**src/rtl/ewtag_counter.sv**
```systemverilog
// ewtag_counter: running Event Window tag generator.
// Loads a start offset on run_start, advances on every Event Window Marker,
// watches for EWM dropouts and cross-checks DTC heartbeat tags.
module ewtag_counter #(
  parameter int TAG_BITS    = 48,
  parameter int TIMEOUT_CYC = 20000,
  parameter int ERR_BITS    = 16
) (
  input  logic                clk,
  input  logic                reset_n,
  input  logic                run_start,
  input  logic                run_stop,
  input  logic [TAG_BITS-1:0] ewtag_offset,
  input  logic                ewm,
  input  logic                hb_valid,
  input  logic [TAG_BITS-1:0] hb_tag,
  output logic [TAG_BITS-1:0] ewtag,
  output logic                ewtag_valid,
  output logic                running,
  output logic                ewm_timeout,
  output logic                hb_mismatch,
  output logic [ERR_BITS-1:0] hb_err_cnt
);

  localparam int WD_BITS = $clog2(TIMEOUT_CYC + 1);
  localparam logic [WD_BITS-1:0] WD_MAX  = WD_BITS'(TIMEOUT_CYC);
  localparam logic [WD_BITS-1:0] WD_LAST = WD_BITS'(TIMEOUT_CYC - 1);

  typedef enum logic [1:0] {IDLE, ARMED, RUN} state_t;

  state_t              state_q, state_d;
  logic [TAG_BITS-1:0] tag_next;
  logic [WD_BITS-1:0]  wd_q;
  logic                ewm_acc;   // EWM that actually advances the tag
  logic                hb_bad;    // heartbeat disagrees with current tag

  // Next-state: run_start always wins and drops a coincident EWM; an EWM
  // coinciding with run_stop is still processed before going idle.
  always_comb begin
    state_d = state_q;
    ewm_acc = 1'b0;
    case (state_q)
      IDLE: if (run_start) state_d = ARMED;
      ARMED, RUN: begin
        if (run_start) begin
          state_d = ARMED;
        end else begin
          ewm_acc = ewm;
          if (run_stop) state_d = IDLE;
          else if (ewm) state_d = RUN;
        end
      end
      default: state_d = IDLE;
    endcase
  end

  // Heartbeat compares against the tag registered before any same-cycle EWM.
  assign hb_bad  = (state_q == RUN) && hb_valid && (hb_tag != ewtag);
  assign running = (state_q != IDLE);

  // State register.
  always_ff @(posedge clk or negedge reset_n) begin
    if (!reset_n) state_q <= IDLE;
    else          state_q <= state_d;
  end

  // Tag load/advance and the one-cycle update/mismatch pulses.
  always_ff @(posedge clk or negedge reset_n) begin
    if (!reset_n) begin
      ewtag       <= '0;
      tag_next    <= '0;
      ewtag_valid <= 1'b0;
      hb_mismatch <= 1'b0;
    end else begin
      ewtag_valid <= ewm_acc;
      hb_mismatch <= hb_bad;
      if (run_start) begin
        tag_next <= ewtag_offset;
      end else if (ewm_acc) begin
        ewtag    <= tag_next;
        tag_next <= tag_next + TAG_BITS'(1);
      end
    end
  end

  // Saturating heartbeat error count, cleared by each run_start.
  always_ff @(posedge clk or negedge reset_n) begin
    if (!reset_n)                         hb_err_cnt <= '0;
    else if (run_start)                   hb_err_cnt <= '0;
    else if (hb_bad && (hb_err_cnt != '1)) hb_err_cnt <= hb_err_cnt + ERR_BITS'(1);
  end

  // EWM watchdog: counts RUN cycles without an EWM, saturates at the limit
  // and latches a sticky timeout when the limit is reached.
  always_ff @(posedge clk or negedge reset_n) begin
    if (!reset_n) begin
      wd_q        <= '0;
      ewm_timeout <= 1'b0;
    end else if (run_start) begin
      wd_q        <= '0;
      ewm_timeout <= 1'b0;
    end else if (state_q == RUN) begin
      if (ewm) begin
        wd_q <= '0;
      end else if (wd_q != WD_MAX) begin
        wd_q <= wd_q + WD_BITS'(1);
        if (wd_q == WD_LAST) ewm_timeout <= 1'b1;
      end
    end
  end

endmodule

```
**config.mk**
```make
export PLATFORM = sky130hd
export DESIGN_NAME = ewtag_counter
export DESIGN_NICKNAME = d
export VERILOG_FILES = /design/src/rtl/ewtag_counter.sv
export SDC_FILE = /design/constraint.sdc
export NUM_CORES = 1
export LEC_CHECK = 0
export BUFFER_PORTS_ARGS = -buffer_cell sky130_fd_sc_hd__clkbuf_2
export CORE_MARGIN = 2
export CORE_UTILIZATION = 55
export CTS_BUF_LIST = sky130_fd_sc_hd__clkbuf_4
export DETAILED_ROUTE_END_ITERATION = 6
export PLACE_DENSITY = 0.89
export RECOVER_POWER = 50
export SLEW_MARGIN = 20
export SYNTH_ARGS = -nofsm -noshare
export SYNTH_HDL_FRONTEND = slang
export SYNTH_SLANG_ARGS = --single-unit
```
**constraint.sdc**
```tcl
create_clock -name clk -period 2.7 [get_ports clk]
set_input_delay 0.405 -clock clk [delete_from_list [all_inputs] [get_ports clk]]
set_output_delay 0.405 -clock clk [all_outputs]
set_load 0.03 [all_outputs]
```
==> qor.yml, run 1 <==
status: "completed"
synthCells: 707
worstSetupPathType: "flip-flop to flip-flop"
hold_class: "primary input to flip-flop"
ys_ff_latch: 132
finalSetupViolCount: 0
die_h_um: 117.4
fin_area_sq_um: 8417
powerDensity_nw_per_um2: 815.5
syn2layout_area_growth_pct: 18.94
power_mw: 6.864
worstPathArrival_ns: 2.86
synth_area_sq_um: 7077
drc_errors: 0
clk_latency_ns: 0.56
pin_count: 170
drt-pass1-iter-count: 7
dpl_cell_area_sq_um: 8158
finalSetupTns_ns: 0
critPathBufInv: 1
cp-end-kind: "flip-flop"
synth_cell_types: 54
via_per_inst: 5.751
antenna_left: 0
power_leakage_nw: 3.816
grt_setup_unrepaired: "false"
synth_most_common_cell: "dfrtp_1"
layout-drive-gt1-share: 0.2848
critPathTopFamily: "simple AND/OR/NAND/NOR gates"
cp_max_fo: 7
synth_fp_nets: 816
dieArea_sq_um: 13790
routedWlPerCell_um: 17.61
yosys-top-cells-count: "dfrtp_1, nand2_1, xor2_1"
fmax_mhz: 408.1
cts_resized: 0
fin_crit_sh: 0.9075
num_vias: 6119
max_cap_violations: 0
worst_path_max_delay_cell: "and3_1"
synth_top_cell_by_area: "dfrtp_1"
relSlewSlack: 0.04099
numCtsBuffers: 17
core_sq_um: 12570
grt_pass1_wl_um: 30360
ys_seq_area_frac: 0.4668
yosys_warnings: 0
grt_max_degree: 72
cp_data_required_time_ns: 3.11
globalplace.congestion: 0.9480
cts_root_buffer: "clkbuf_4"
overflow: 0
tritoncts: "yes"
worst_hold_slack_ns: 0.04655
irDropWorstVdd_uv: 363.1
cts_hold_buf: 1
die_w_um: 117.4
yosysTopAreaCellShare: 0.4668
antenna_found_initial: 0
maxSlewViolCount: 0
start_kind: "flip-flop"
synth_flop_cell: "dfrtp_1"
io_buffers: 169
avgSynthCellArea_sq_um: 10.01
track_usage: 0.2780
drt_iter0_markers: 587
postCtsSetupBuffers: 0
cp_cell_sequence: "inv_1 -> ha_1 -> and3_1 -> nand2b_1 -> nor3_1 -> nand4_1 -> xor2_1 -> o21ai_1"
drt_wl_total_um: 18740
grt_pass1_vias: 5948
fin_nets: 989
cts.sinks: 132
rows: 41
worstMarginPinSlew_ns: 1.439
min_period_ns: 2.450
clk_pin_slew_ns: 0.13
hpwl_um: 13850
hold_viol: 0
htree_levels: 4
cts_max_path_buffers: 2
synth-edff-count: 0
skew_ns: 0.02650
insertedDiodeCount: 0
synthArstFlopShare: 1.000
critical_path.max_stage_delay_ns: 0.44
ys_top_cells_by_area: "dfrtp_1, xor2_1, mux2_2, nand2_1, xnor2_1"
initial_core_util: 0.5631
## per-layer routing
metal	vias to the layer above	track usage	part of all wire
li1	2858	-	-
met1	2912	0.3677	0.42
met2	301	0.4433	0.47
met3	48	0.05885	0.076
met4	0	0.1235	0.035
met5	-	0	0
## sequential cells by signal (all words and copies together), names as in the netlist
register,flops
ewtag_valid,1
hb_err_cnt,16
ewtag,48
tag_next,48
wd_q,15
ewm_timeout,1
state_q,2
hb_mismatch,1
## where the power goes
part           total, mW  internal (mW)  switching, mW  leakage, nW
sequential          2.94           2.42          0.524         1.67
combinational       2.45          0.886           1.57         1.98
clock               1.47          0.724          0.748        0.167
total               6.86           4.03           2.84         3.82
## cell usage in the layout, fill, tap and decap left out, drive strengths merged, types with 14 or more instances in the layout
master and n:
a21oi 15, and3 16, clkbuf 191, dfrtp 132, inv 15, mux2 52, nand2 89, nand3 32
nand4 29, nor2 34, nor3 14, nor4 27, o21ai 55, xnor2 29, xor2 71
## final timing paths
path	startpoint	to	slack [ns]	cells after the start
max in group asynchronous	reset_n	tag_next[45]	0.67	3
min in group asynchronous	reset_n	tag_next[10]	0.71	2
hold reg to reg	ewm_timeout	ewm_timeout	0.51	1
setup / recovery	state_q[1]	tag_next[18]	0.25	8
hold / removal	ewtag_offset[20]	tag_next[20]	0.05	3
setup reg to reg	state_q[1]	tag_next[18]	0.25	8
## cell type report
type	instances	area, sq um
inverter	14	52.55
clock buffer	17	127.6
sequential	132	3303
clock inverter	14	185.2
tap	172	215.2
timing repair buffer	184	929.6
multi-input combinational	531	3603
fill	988	4151
## worst register-to-register path: cells and delay by family, from the launching register on
kind	cells	cell delay, ns
flops	1	0.43
buf+inv	1	0.06
fa+ha+maj	1	0.39
simple gates	4	1.20
xor+xnor	1	0.16
compound gates	1	0.07
## cells by family after synthesis
family          synth area share
simple gates              0.2136
flops                     0.4668
xor+xnor                  0.1238
compound gates           0.07320
mux                      0.08557
buf+inv                  0.02475
fa+ha+maj                0.01238
## per-stage QoR
step / util / std cells / setup WS [ns]
CTS: 0.6748 / 1064 / 0.2988
global placement: 0.6491 / 1032 / 0.4197
global route: 0.6697 / 1064 / 0.1352
finish: 0.6697 / 1064 / 0.2498
floorplan: - / 707 / 0.6174
detailed placement: 0.6491 / 1032 / 0.3155
No activity file was read; power rests on OpenSTA's default activity.
==> run 2, diff against run 1 <==
- CORE_MARGIN: 2 -> 1.5
==> qor.yml, run 2 (synthesis results as in run 1) <==
relSlewSlack: -0.2369
drt_iter0_markers: 373
grt_max_degree: 84
fin_area_sq_um: 8419
antenna_found_initial: 0
initial_core_util: 0.5631
final_util: 0.6699
place_ws_ns: 0.3274
skew_ns: 0.02185
worstMarginPinSlew_ns: 1.855
cts_root_buffer: "clkbuf_4"
critical_path.max_stage_delay_ns: 0.41
fin_nets: 986
dieArea_sq_um: 13560
maxSlewViolCount: 84
irDropWorstVdd_uv: 357.9
cp-end-kind: "flip-flop"
cts.sinks: 132
violations: "max-capacitance violations, max-slew violations"
worstPathArrival_ns: 2.75
core_sq_um: 12570
die_h_um: 116.4
hold_class: "primary input to flip-flop"
fill_cells: 962
drc_errors: 0
worstSetupPathType: "flip-flop to flip-flop"
fmax_mhz: 429.1
cp_cell_sequence: "inv_1 -> ha_1 -> and3_1 -> nand2b_1 -> nor3_1 -> nand4_1 -> xor2_1 -> o21ai_1"
start_kind: "flip-flop"
max_cap_violations: 1
insertedDiodeCount: 0
hpwl_um: 13690
worst_path_max_delay_cell: "dfrtp_1"
antenna_left: 0
grt_pass1_wl_um: 29170
syn2layout_area_growth_pct: 18.97
layout_setup_ws_ns: 0.3697
grt_pass1_vias: 5880
critPathTopFamily: "simple AND/OR/NAND/NOR gates"
grt_setup_unrepaired: "false"
tritoncts: "yes"
mostFrequentLayoutCells: "clkbuf_2, dfrtp_1, nand2_1"
layout-drive-gt1-share: 0.2902
multi_input_area_sq_um: 3603
via_per_inst: 5.786
cts_max_path_buffers: 2
routedWlPerCell_um: 17.43
die_w_um: 116.4
finalSetupViolCount: 0
finalSetupTns_ns: 0
fin_crit_sh: 0.8631
cp_max_fo: 7
numCtsBuffers: 17
track_usage: 0.2838
clk_latency_ns: 0.56
drt_wl_total_um: 18490
clk_pin_slew_ns: 0.12
htree_levels: 4
startpoint: "state_q[1]"
regToRegSetupSlack_ns: 0.37
io_buffers: 169
cp_data_required_time_ns: 3.12
dpl_cell_area_sq_um: 8148
layout_commonest_cell: "clkbuf_2"
pin_count: 170
globalplace.congestion: 0.9075
powerDensity_nw_per_um2: 826.1
seq_area_sq_um: 3303
rows: 41
drt-pass1-iter-count: 5
critPathBufInv: 1
largestRegisters: "ewtag: 48 flops, tag_next: 48 flops, hb_err_cnt: 16 flops"
overflow: 0
hp-start: "ewtag_offset[16]"
status: "finished with violations"
rr_startpoint: "state_q[1]"
min_period_ns: 2.330
power_leakage_nw: 3.825
cts_resized: 0
hold_viol: 0
num_vias: 6139
-- run 2: cell types whose count changed in the layout (fill, tap and decap cells not counted) --
cell / before / now
clkbuf_1: 33 / 26
clkbuf_2: 141 / 145
buf_12: 2 / 1
buf_2: 1 / 2
bufinv_16: 4 / 5
clkinv_2: 3 / 2
clkinv_4: 3 / 2
clkinvlp_4: 1 / 2
-- run 2: final timing paths --
kind	end	depth (start not counted)
max	tag_next[18]	8
min	tag_next[16]	3
max reg2reg	tag_next[18]	8
min reg2reg	ewtag[47]	2
max in group asynchronous	hb_err_cnt[13]	3
min in group asynchronous	ewtag[8]	2
-- run 2: routing by layer --
| metal | global-route usage | up-vias | part of all wire |
|---|---|---|---|
| li1 | - | 2850 | - |
| met1 | 0.3592 | 2939 | 0.41 |
| met2 | 0.4545 | 287 | 0.47 |
| met3 | 0.07161 | 63 | 0.075 |
| met4 | 0.1455 | 0 | 0.042 |
| met5 | 0 | - | 0 |
-- run 2: final cells by class --
type                       instances  area share
multi-input combinational        531      0.4280
clock inverter                    14     0.02482
sequential                       132      0.3923
clock buffer                      17     0.01516
tap                              172     0.02556
inverter                          14    0.006242
timing repair buffer             181      0.1079
-- run 2: per-stage QoR --
stage / hold slack [ns] / instances / total power, mW
floorplan: 0.1094 / 707 / 4.512
global placement: 0.2143 / 1029 / 5.384
detailed placement: 0.2152 / 1029 / 5.465
CTS: 0.02825 / 1061 / 7.025
global route: 0.02567 / 1061 / 7.290
finish: 0.05155 / 1061 / 6.956
-- run 2: report_power, final --
| group | internal [mW] | total (mW) | switching (mW) |
|---|---|---|---|
| logic | 0.886 | 2.45 | 1.57 |
| clock network | 0.817 | 1.56 | 0.747 |
| registers | 2.41 | 2.94 | 0.523 |
-- run 2: repair_timing --
item | CTS | global route
hold buffers | 1 | 0
endpoints found under the hold margin | 132 | 0
setup buffers | 0 | 0
-- run 2: worst register-to-register path: cells and delay by family, from the launching register on --
kind	cells	cell delay, ns
AND/OR/NAND/NOR	4	1.17
AO/OA/AOI/OAI	1	0.07
buffers and inverters	1	0.06
flip-flops	1	0.41
adder cells (fa/ha/maj)	1	0.36
XOR/XNOR	1	0.15
==> run 3, diff against run 2 <==
- GPL_TIMING_DRIVEN: not set -> 0
==> qor.yml, run 3 (synthesis results as in run 1) <==
status: "finished with violations"
violations: "design-rule violations, max-capacitance violations, max-slew violations"
track_usage: 0.3089
clock_power_share: 0.242
grt_pass1_wl_um: 31130
hpwl_um: 14690
via_per_inst: 5.918
pin_count: 170
core_sq_um: 12570
p_int_mw: 4.221
fmax_mhz: 388.1
die_h_um: 116.4
grt_pass1_vias: 6107
power_frac_comb: 0.344
drt-pass1-iter-count: 7
antenna_found_initial: 0
mostFrequentLayoutCells: "clkbuf_2, dfrtp_1, nand2_1"
worst_hold_slack_ns: 0.02432
cp_data_required_time_ns: 3.19
cp_max_fo: 10
hp-start: "ewtag_offset[3]"
min_to: "tag_next[3]"
irDropWorstVdd_uv: 420.8
dieArea_sq_um: 13560
clk_latency_ns: 0.58
initial_core_util: 0.5631
relSlewSlack: -0.01709
p_switching_mw: 2.949
overflow: 0
antenna_left: 0
dpl_cell_area_sq_um: 8169
globalplace.congestion: 0.9019
max_cap_violations: 1
cts_max_path_buffers: 2
clk_pin_slew_ns: 0.13
min_period_ns: 2.577
tritoncts: "yes"
netSwitchingFraction: 0.4113
worstSetupPathType: "flip-flop to flip-flop"
layout_commonest_cell: "clkbuf_2"
routedWlPerCell_um: 18.68
finalSetupTns_ns: 0
fin_nets: 1005
drc_errors: 4
htree_levels: 4
met2_usage: 0.4965
worstMarginPinSlew_ns: 1.526
fin_area_sq_um: 8533
powerDensity_nw_per_um2: 840.2
cts_root_buffer: "clkbuf_4"
numCtsBuffers: 17
cts.sinks: 132
drt_iter0_markers: 603
largestRegisters: "ewtag: 48 flops, tag_next: 48 flops, hb_err_cnt: 16 flops"
drt_wl_total_um: 20200
syn2layout_area_growth_pct: 20.58
seqPwrFrac: 0.414
use_met1: 0.3943
r2r_cells: 8
skew_ns: 0.02134
hold_depth: 3
rr_startpoint: "ewtag[43]"
num_vias: 6397
grtUsageMet3: 0.05553
die_w_um: 116.4
insertedDiodeCount: 0
worstPathArrival_ns: 3.07
hold_class: "primary input to flip-flop"
regToRegSetupSlack_ns: 0.12
io_buffers: 168
grt_max_degree: 76
power_leakage_nw: 3.851
fin_crit_sh: 0.9543
finalSetupViolCount: 0
postCtsSetupBuffers: 0
maxSlewViolCount: 58
dpl.cell_count: 1048
cp-end-kind: "flip-flop"
rows: 41
fill_cells: 947
layout-drive-gt1-share: 0.2794
hold_viol: 0
fin_cells: 1081
worstReg2RegEnd: "hb_err_cnt[11]"
grt_most_used_layer: "met2"
start_kind: "flip-flop"
run 3: changes by cell type in the layout (fill, tap and decap cells not counted), sizes merged:
cell      delta
clkbuf      +17
inv          +3
buf          +2
clkinvlp     -2
bufinv       +1
clkinv       -1
run 3: area by class of cell:
cell class	count	area, sq um	share of cell area
Sequential cell	132	3303	0.3871
Clock buffer	17	127.6	0.01496
Multi-Input combinational cell	531	3621	0.4243
Clock inverter	15	250.2	0.02933
Inverter	14	52.55	0.006158
Buffer	30	122.6	0.01437
Timing Repair Buffer	170	840.8	0.09853
Tap cell	172	215.2	0.02522
run 3: how the worst max path moves through the flow:
stage / start / to / slack (ns) / cells after the start
after floorplan: state_q[1] / tag_next[46] / 0.62 / 8
after global placement: reset_n / ewtag_valid / -0.83 / 1
after detailed placement: hb_tag[43] / hb_err_cnt[8] / -0.08 / 9
after CTS: ewtag[8] / hb_err_cnt[8] / 0.08 / 8
after global routing: state_q[0] / tag_next[16] / -0.02 / 9
final: ewtag[43] / hb_err_cnt[11] / 0.12 / 8
run 3: per-layer routing:
metal / vias to the layer above / routed length, um
met5: - / 0
li1: 2890 / -
met4: 0 / 1171
met2: 355 / 9435
met3: 98 / 1590
met1: 3054 / 7997
run 3: stage by stage:
step                      utilization  total power [mW]  setup slack [ns]
after floorplan                     -             4.512            0.6174
after global placement         0.6471             5.367           -0.8326
after detailed placement       0.6500             5.457          -0.07745
final                          0.6789             7.170            0.1233
after CTS                      0.6813             7.190           0.07526
after global routing           0.6789             7.471          -0.02049
run 3: what timing repair did:
item,in CTS,in global routing
endpoints found under the setup margin,9,18
hold buffers,1,0
endpoints found under the hold margin,57,0
resized for setup,1,3
run 3: worst max-delay path, cell delays in order, from the launching register on:
cell and delay, ns:
dfrtp_1 0.45, xor2_1 0.23, nor4_2 0.46, nand4_1 0.18
nor3_2 0.34, buf_2 0.29, buf_2 0.26, o31ai_1 0.11
a21oi_1 0.17
run 3: power groups by stage:
stage          clock [mW]  sequential (mW)  combinational (mW)
2_1_floorplan           0             3.52               0.989
3_3_place_gp            0             2.97                2.40
3_5_place_dp            0             2.99                2.47
4_1_cts              1.73             2.95                2.50
5_1_grt              1.83             3.00                2.64
6_report             1.74             2.97                2.47
